File: config.mk
export PLATFORM = sky130hd
export DESIGN_NAME = sipo_shift_reg
export DESIGN_NICKNAME = d
export VERILOG_FILES = /design/src/rtl/sipo_shift_reg.sv
export SDC_FILE = /design/constraint.sdc
export NUM_CORES = 1
export LEC_CHECK = 0
export ABC_CLOCK_PERIOD_IN_PS = 1300
export CORE_AREA = 8 8 45 47
export DETAILED_ROUTE_END_ITERATION = 10
export DIE_AREA = 0 0 53 55
export PLACE_DENSITY_LB_ADDON = 0.3
export SYNTH_ARGS = -nofsm -noshare
export SYNTH_HDL_FRONTEND = slang
export SYNTH_SLANG_ARGS = --single-unit
File: constraint.sdc
create_clock -name clk -period 1.3 [get_ports clk]
set_input_delay 0.195 -clock clk [delete_from_list [all_inputs] [get_ports clk]]
set_output_delay 0.195 -clock clk [all_outputs]
set_load 0.05 [all_outputs]
File: src/rtl/sipo_shift_reg.sv
// Serial-in, parallel-out shift register with word-boundary tracking.
// A bit counter and a one-cycle word_valid pulse mark each completed WIDTH-bit word.
module sipo_shift_reg #(
  parameter int unsigned WIDTH     = 4,
  parameter bit          MSB_FIRST = 1'b1,
  localparam int unsigned CW       = ($clog2(WIDTH) > 1) ? $clog2(WIDTH) : 1
) (
  input  logic             clk,
  input  logic             rst,
  input  logic             serial_in,
  output logic [WIDTH-1:0] parallel_out,
  output logic [CW-1:0]    bit_count,
  output logic             word_valid
);

  logic [WIDTH-1:0] shift_nxt;
  logic             last_bit;

  // New bit enters at bit 0 (MSB first) or at bit WIDTH-1 (LSB first)
  always_comb begin
    shift_nxt = parallel_out;
    if (MSB_FIRST) begin
      shift_nxt = {parallel_out[WIDTH-2:0], serial_in};
    end else begin
      shift_nxt = {serial_in, parallel_out[WIDTH-1:1]};
    end
  end

  assign last_bit = (bit_count == CW'(WIDTH - 1));

  always_ff @(posedge clk or posedge rst) begin
    if (rst) begin
      parallel_out <= '0;
      bit_count    <= '0;
      word_valid   <= 1'b0;
    end else begin
      parallel_out <= shift_nxt;
      if (last_bit) begin
        bit_count  <= '0;
        word_valid <= 1'b1;
      end else begin
        bit_count  <= bit_count + CW'(1);
        word_valid <= 1'b0;
      end
    end
  end

endmodule

==> results.json, run 1 <==
{
  "cts.sinks": 7,
  "clock_skew_ps": 0.131,
  "postCtsHoldBufs": 0,
  "clockRootBuffer": "clkbuf_4",
  "via_per_inst": 3.15,
  "row_count": 14,
  "antenna_found_initial": 0,
  "reg2reg_slack_ps": 470,
  "syn-num-nets": 14,
  "setup_violations": 0,
  "ys_seq_area_frac": 0.897,
  "avgSynthCellArea_sq_um": 19.5,
  "cp_data_required_time_ps": 1110,
  "hp-class": "in2async",
  "total_power_mw": 0.477,
  "overflow": 0,
  "globalplace.congestion": 0.626,
  "ant_nets": 0,
  "crit_slowest_cell": "dfrtp_1",
  "cts_setup_buffers": 0,
  "ys_types": 4,
  "place.port_buffers": 9,
  "cp.arrival_ps": 820,
  "r2r_cells": 1,
  "slew_viol_final": 0,
  "yosysWarnings": 0,
  "layout_common_cells": "dfrtp_1, buf_12, clkbuf_4",
  "worst-slew-pin-transition_ps": 243,
  "netlist_area_sq_um": 195,
  "worstSetupPathType": "reg2out",
  "drc": 0,
  "clk_path_buf_depth": 2,
  "initial_core_util": 0.141,
  "cts_tree": "done",
  "layout-drive-gt1-share": 0.435,
  "final_cell_count_no_fill": 39,
  "drt_pass1_iterations": 2,
  "fp.dieArea_sq_um": 2920,
  "wirelength_microns": 369,
  "p_leak_nw": 0.188,
  "cts_resized": 0,
  "h-tree-depth": 1,
  "cts_made_buffers": 3,
  "crit_chain": "buf_12",
  "groute.usage.overall": 0.0302,
  "path_delay_family": "flip-flops",
  "vias": 123,
  "post-route-period-util": 0.782,
  "power-per-cell-area_nw_per_um2": 1190,
  "clock_latency_ps": 240,
  "finalHoldViolCount": 0,
  "slew_headroom": 0.838,
  "status": "finished clean",
  "grt_max_degree": 8,
  "grt_pass1_wl_microns": 565,
  "ir_drop_uv": 255,
  "dpl.cell_count": 35,
  "die_x_microns": 53,
  "fin_crit_ps": 1020,
  "synthCells": 10,
  "max_freq_ghz": 0.983,
  "grt_pass1_vias": 139,
  "fin_nets": 28,
  "crit_fanout": 3,
  "die_height_microns": 55,
  "reg2reg_to": "bit_count[1]",
  "rr_startpoint": "bit_count[0]",
  "drv_cap": 0,
  "core_sq_um": 1380,
  "end_kind": "output pin",
  "syn_to_final_growth_pct": 106,
  "slowest_delay_ps": 410,
  "rsz0062_at_grt": "false",
  "synth_seq_cells": 7,
  "diodes": 0,
  "clkTransAtPathRegs_ps": 50,
  "fin_util": 0.290,
  "cp_num_buf_inv": 1,
  "drtIter0Drc": 1,
  "wire_per_inst_microns": 9.46,
  "tns_ps": 0,
  "crit_path_start_kind": "flop",
  "io-pin-count": 10
}
Yosys cell counts:
| library cell | n | area share |
|---|---|---|
| dfrtp_1 | 7 | 0.90 |
| ha_1 | 1 | 0.064 |
| inv_1 | 1 | 0.019 |
| nor2_1 | 1 | 0.019 |
cells by family (layout without fill, tap and decap cells):
family / after synthesis / count (layout) / synth area share
adders and majority gates: 1 / 1 / 0.0641
DFF: 7 / 7 / 0.897
and+or+nand+nor: 1 / 1 / 0.0192
buffers and inverters: 1 / 14 / 0.0192
through the flow:
stage	cell area [sq um]	setup WS [ps]	hold slack [ps]
after floorplan	195	245	-1.60
after global placement	375	487	422
after detailed placement	375	467	421
after CTS	402	266	175
after global routing	402	244	193
final	402	283	177
final cells by class:
class / count / area, sq um
Fill cell: 146 / 982
Multi-Input combinational cell: 2 / 16.3
Inverter: 1 / 3.75
Sequential cell: 7 / 175
Tap cell: 16 / 20.0
Timing Repair Buffer: 9 / 160
Clock buffer: 4 / 26.3
sequential cells by signal, indices dropped and copies added, names as in the netlist:
name and flops:
parallel_out 4, bit_count 2, word_valid 1
worst max-delay path by stage:
| stage | start | to | slack (ps) | cells past startpoint |
|---|---|---|---|---|
| after floorplan | bit_count[0] | bit_count[1] | 250 | 1 |
| after global placement | bit_count[0] | bit_count[1] | 490 | 1 |
| after global routing | bit_count[0] | bit_count[0] | 240 | 1 |
| after CTS | bit_count[0] | bit_count[0] | 270 | 1 |
| final | bit_count[0] | bit_count[0] | 280 | 1 |
| after detailed placement | bit_count[0] | bit_count[1] | 470 | 1 |
routing by layer:
metal | vias up | global-route usage | share of wire
met5 | - | 0 | 0
met4 | 0 | 0.0388 | 0
met3 | 0 | 0.0401 | 0.28
met2 | 10 | 0.0371 | 0.39
met1 | 55 | 0.0185 | 0.33
li1 | 58 | - | -
power breakdown:
group	switching (mW)	total (mW)	leakage (nW)	internal, mW
logic	0.0304	0.0598	0.0884	0.0294
registers	0.00621	0.231	0.0845	0.225
clock network	0.0697	0.186	0.0150	0.116
(Power assumes the default switching activity.)
==> run 2: changes to the inputs <==
--- a/config.mk
+++ b/config.mk
@@ -5,7 +5,7 @@
 export SDC_FILE = /design/constraint.sdc
 export NUM_CORES = 1
 export LEC_CHECK = 0
-export ABC_CLOCK_PERIOD_IN_PS = 1300
+export ABC_CLOCK_PERIOD_IN_PS = 1000
 export CORE_AREA = 8 8 45 47
 export DETAILED_ROUTE_END_ITERATION = 10
 export DIE_AREA = 0 0 53 55
==> constraint.sdc (replaced) <==
create_clock -name clk -period 1 [get_ports clk]
set_input_delay 0.15 -clock clk [delete_from_list [all_inputs] [get_ports clk]]
set_output_delay 0.15 -clock clk [all_outputs]
set_load 0.05 [all_outputs]
==> run 2 against run 1 <==
Count of clock-buffer cells in the layout stayed put. Final cell count unchanged. Sequential power up 30%. Hold slack worse by 38 ps.
==> results.json, run 2 (synthesis gave the netlist of run 1 again) <==
{
  "status": "finished clean",
  "end_kind": "output pin",
  "p_sw_mw": 0.138,
  "diodes": 0,
  "power-per-cell-area_nw_per_um2": 1530,
  "drc": 0,
  "drtIter0Drc": 1,
  "grt_pass1_wl_microns": 690,
  "globalplace.congestion": 0.613,
  "antenna_found_initial": 0,
  "slew_viol_final": 0,
  "clock_skew_ps": 0.0563,
  "row_count": 14,
  "finalHoldViolCount": 0,
  "tns_ps": 0,
  "p_leak_nw": 0.186,
  "layout-drive-gt1-share": 0.522,
  "cts_made_buffers": 3,
  "wire_per_inst_microns": 10.3,
  "total_power_mw": 0.619,
  "crit_chain": "buf_12",
  "fin_crit_ps": 976,
  "grt_max_degree": 8,
  "fp.dieArea_sq_um": 2920,
  "max_freq_ghz": 1.02,
  "clkTransAtPathRegs_ps": 50,
  "regMostFlops": "parallel_out",
  "drt_pass1_iterations": 2,
  "worst-slew-pin-transition_ps": 256,
  "crit_slowest_cell": "dfrtp_2",
  "post-route-period-util": 0.976,
  "layout_commonest_cell": "buf_12",
  "drv_cap": 0,
  "h-tree-depth": 1,
  "setup_violations": 0,
  "power_frac_seq": 0.485,
  "combPwrFrac": 0.125,
  "largest_reg_flops": 4,
  "hold_ws_ps": 139,
  "postCtsHoldBufs": 0,
  "die_height_microns": 55,
  "ir_drop_uv": 468,
  "final_cell_count_no_fill": 39,
  "cp.arrival_ps": 830,
  "die_x_microns": 53,
  "hp-class": "in2async",
  "cts_setup_buffers": 0,
  "r2r_cells": 1,
  "swShare": 0.222,
  "grt_pass1_vias": 157,
  "wirelength_microns": 402,
  "cp_data_required_time_ps": 850,
  "clk_path_buf_depth": 2,
  "cp_num_buf_inv": 1,
  "largestRegisters": "parallel_out: 4 flops, bit_count: 2 flops, word_valid: 1 flops",
  "slowest_delay_ps": 430,
  "fin_area_sq_um": 404,
  "groute.usage.overall": 0.0363,
  "place.port_buffers": 9,
  "reg2reg_to": "bit_count[1]",
  "crit_path_start_kind": "flop",
  "crit_fanout": 3,
  "slew_headroom": 0.829,
  "place_area_sq_um": 378,
  "reg2reg_slack_ps": 150,
  "path_delay_family": "flip-flops",
  "vias": 121,
  "via_per_inst": 3.10,
  "dpl.cell_count": 35,
  "p_int_mw": 0.482,
  "clkPwrFrac": 0.389,
  "core_sq_um": 1380,
  "io-pin-count": 10,
  "clock_latency_ps": 240,
  "layout_common_cells": "buf_12, dfrtp_1, clkbuf_4",
  "rsz0062_at_grt": "true",
  "fin_nets": 28,
  "worstSetupPathType": "reg2out",
  "cts.sinks": 7,
  "initial_core_util": 0.141,
  "cts_tree": "done",
  "syn_to_final_growth_pct": 107,
  "ant_nets": 0,
  "cts_resized": 0,
  "clockRootBuffer": "clkbuf_4",
  "rr_startpoint": "bit_count[0]",
  "overflow": 0
}
==> run 2: cell counts in the layout (fill, tap and decap cells not counted) <==
No cell type changed its count.
==> run 2: routing by layer <==
metal / vias to the layer above / track usage / wire (microns)
li1: 55 / - / -
met1: 56 / 0.0340 / 151
met2: 10 / 0.0449 / 160
met3: 0 / 0.0321 / 90
met4: 0 / 0.0388 / 0
met5: - / 0 / 0
==> run 2: per-stage QoR <==
step                      worst slack (ps)   util
after CTS                             15.4  0.292
after global routing                 -11.7  0.292
after floorplan                       60.0      -
final                                 23.9  0.292
after global placement                 181  0.273
after detailed placement               165  0.273
==> run 2: worst max path at each step <==
stage,startpoint,slack [ps],end,cells after the start
final,bit_count[0],20,bit_count[0],1
after global routing,bit_count[0],-10,bit_count[0],1
after CTS,bit_count[0],20,bit_count[0],1
after detailed placement,bit_count[0],170,bit_count[1],1
after global placement,bit_count[0],180,bit_count[1],1
after floorplan,bit_count[0],60,bit_count[1],1
==> run 2: area by class of cell <==
class / count / area, sq um
flip-flops and latches: 7 / 178
inverters: 1 / 3.75
multi-input cells: 2 / 16.3
repair buffers: 9 / 160
well taps: 16 / 20.0
clock buffers: 4 / 26.3
fillers: 141 / 980
==> run 2: power by group through the flow <==
stage | registers [mW] | clock network, mW | logic [mW]
2_1_floorplan | 0.330 | 0 | 0.00446
3_3_place_gp | 0.305 | 0 | 0.0783
3_5_place_dp | 0.306 | 0 | 0.0786
4_1_cts | 0.301 | 0.249 | 0.0787
5_1_grt | 0.301 | 0.280 | 0.0806
6_report | 0.301 | 0.241 | 0.0776
==> run 3: changes to the inputs <==
--- a/config.mk
+++ b/config.mk
@@ -6,9 +6,10 @@
 export NUM_CORES = 1
 export LEC_CHECK = 0
 export ABC_CLOCK_PERIOD_IN_PS = 1000
-export CORE_AREA = 8 8 45 47
+export CAP_MARGIN = 15
+export CORE_AREA = 10 10 47 49
 export DETAILED_ROUTE_END_ITERATION = 10
-export DIE_AREA = 0 0 53 55
+export DIE_AREA = 0 0 57 59
 export PLACE_DENSITY_LB_ADDON = 0.3
 export SYNTH_ARGS = -nofsm -noshare
 export SYNTH_HDL_FRONTEND = slang
==> run 3 against run 2 <==
Via count rose by 15%. Combinational power about the same. Flip-flop and latch count unchanged. Wire length is 9.7% higher. Sequential power is essentially flat. Fmax shrank 0.19%. Die area increased by 15%. Utilization grew 0.17 points. Global-route usage down 0.25 points. Critical endpoint unchanged. Highest routed layer unchanged.
==> results.json, run 3 (synthesis gave the netlist of run 1 again) <==
{
  "initial_core_util": 0.139,
  "path_delay_family": "flip-flops",
  "max_freq_ghz": 1.02,
  "hp-class": "in2async",
  "finalHoldViolCount": 0,
  "ir_drop_uv": 685,
  "wire_per_inst_microns": 11.0,
  "via_per_inst": 3.48,
  "final_cell_count_no_fill": 40,
  "cts_made_buffers": 3,
  "die_x_microns": 57,
  "fin_area_sq_um": 412,
  "largest_reg_flops": 4,
  "clock_skew_ps": 1.20,
  "grt_max_degree": 8,
  "reg2reg_slack_ps": 160,
  "clkTransAtPathRegs_ps": 50,
  "place_area_sq_um": 378,
  "crit_slowest_cell": "dfrtp_2",
  "vias": 139,
  "slew_headroom": 0.833,
  "cp_data_required_time_ps": 850,
  "clock_latency_ps": 240,
  "rsz0062_at_grt": "true",
  "postCtsHoldBufs": 0,
  "hold_ws_ps": 135,
  "clockRootBuffer": "clkbuf_4",
  "path_depth": 1,
  "clk_path_buf_depth": 2,
  "multi_input_area_sq_um": 16.3,
  "tns_ps": 0,
  "layout_commonest_cell": "buf_12",
  "groute.usage.overall": 0.0338,
  "dpl.cell_count": 35,
  "io-pin-count": 10,
  "syn_to_final_growth_pct": 111,
  "wirelength_microns": 441,
  "drtIter0Drc": 4,
  "fp.dieArea_sq_um": 3360,
  "layout-drive-gt1-share": 0.542,
  "drc": 0,
  "seqCellArea_sq_um": 178,
  "diodes": 0,
  "worst-slew-pin-transition_ps": 250,
  "fin_ws_ps": 22.1,
  "largestRegisters": "parallel_out: 4 flops, bit_count: 2 flops, word_valid: 1 flops",
  "drt_pass1_iterations": 2,
  "setup_violations": 0,
  "regMostFlops": "parallel_out",
  "overflow": 0,
  "drv_cap": 0,
  "antenna_found_initial": 0,
  "slew_viol_final": 0,
  "ant_nets": 0,
  "place.port_buffers": 9,
  "cts_tree": "done",
  "core_sq_um": 1400,
  "grt_pass1_wl_microns": 765,
  "worstSetupPathType": "reg2out",
  "crit_chain": "buf_12",
  "post-route-period-util": 0.978,
  "p_leak_nw": 0.190,
  "crit_path_start_kind": "flop",
  "fin_nets": 29,
  "place_ws_ps": 159,
  "globalplace.congestion": 0.551,
  "slowest_delay_ps": 430,
  "power-per-cell-area_nw_per_um2": 1510,
  "total_power_mw": 0.623,
  "cp_num_buf_inv": 1,
  "end_kind": "output pin",
  "cts.sinks": 7,
  "h-tree-depth": 1,
  "status": "finished clean",
  "row_count": 14,
  "fill_cells": 144,
  "crit_fanout": 3,
  "grt_pass1_vias": 150,
  "cp.arrival_ps": 830,
  "fin_crit_ps": 978,
  "layout_common_cells": "buf_12, dfrtp_1, clkbuf_4",
  "die_height_microns": 59,
  "fin_util": 0.294,
  "r2r_cells": 1
}
## run 3: changes by cell type in the layout (fill, tap and decap cells not counted)
cell   change
buf_4      +1
## run 3: cell type report
| class | count | share of cell area |
|---|---|---|
| clock buffer | 4 | 0.0638 |
| tap | 16 | 0.0486 |
| multi-input combinational | 2 | 0.0395 |
| inverter | 1 | 0.00912 |
| sequential | 7 | 0.432 |
| timing repair buffer | 10 | 0.407 |
## run 3: power breakdown
group          total [mW]  internal, mW  leakage (nW)  switching [mW]
registers           0.300         0.292        0.0825         0.00819
clock network       0.245         0.152        0.0150          0.0936
logic              0.0778        0.0382        0.0926          0.0396
## run 3: layer usage
| metal | global-route usage | part of all wire | vias to the layer above |
|---|---|---|---|
| met5 | 0 | 0 | - |
| met4 | 0.0201 | 0 | 0 |
| met3 | 0.0451 | 0.17 | 0 |
| met2 | 0.0341 | 0.36 | 14 |
| met1 | 0.0347 | 0.47 | 65 |
| li1 | - | - | 60 |
## run 3: final timing paths
path / endpoint / start
max in group asynchronous: bit_count[0] / rst
min in group clk: parallel_out[0] / serial_in
setup / recovery: bit_count[0] / bit_count[0]
hold reg to reg: parallel_out[2] / parallel_out[1]
setup reg to reg: bit_count[1] / bit_count[0]
hold / removal: parallel_out[2] / rst
## run 3: repair_timing
| item | 4_1_cts | 5_1_grt |
|---|---|---|
| setup endpoints to repair | 0 | 2 |
| gates resized for setup | 0 | 0 |
| endpoints found under the hold margin | 0 | 0 |
| buffers inserted | 0 | 1 |
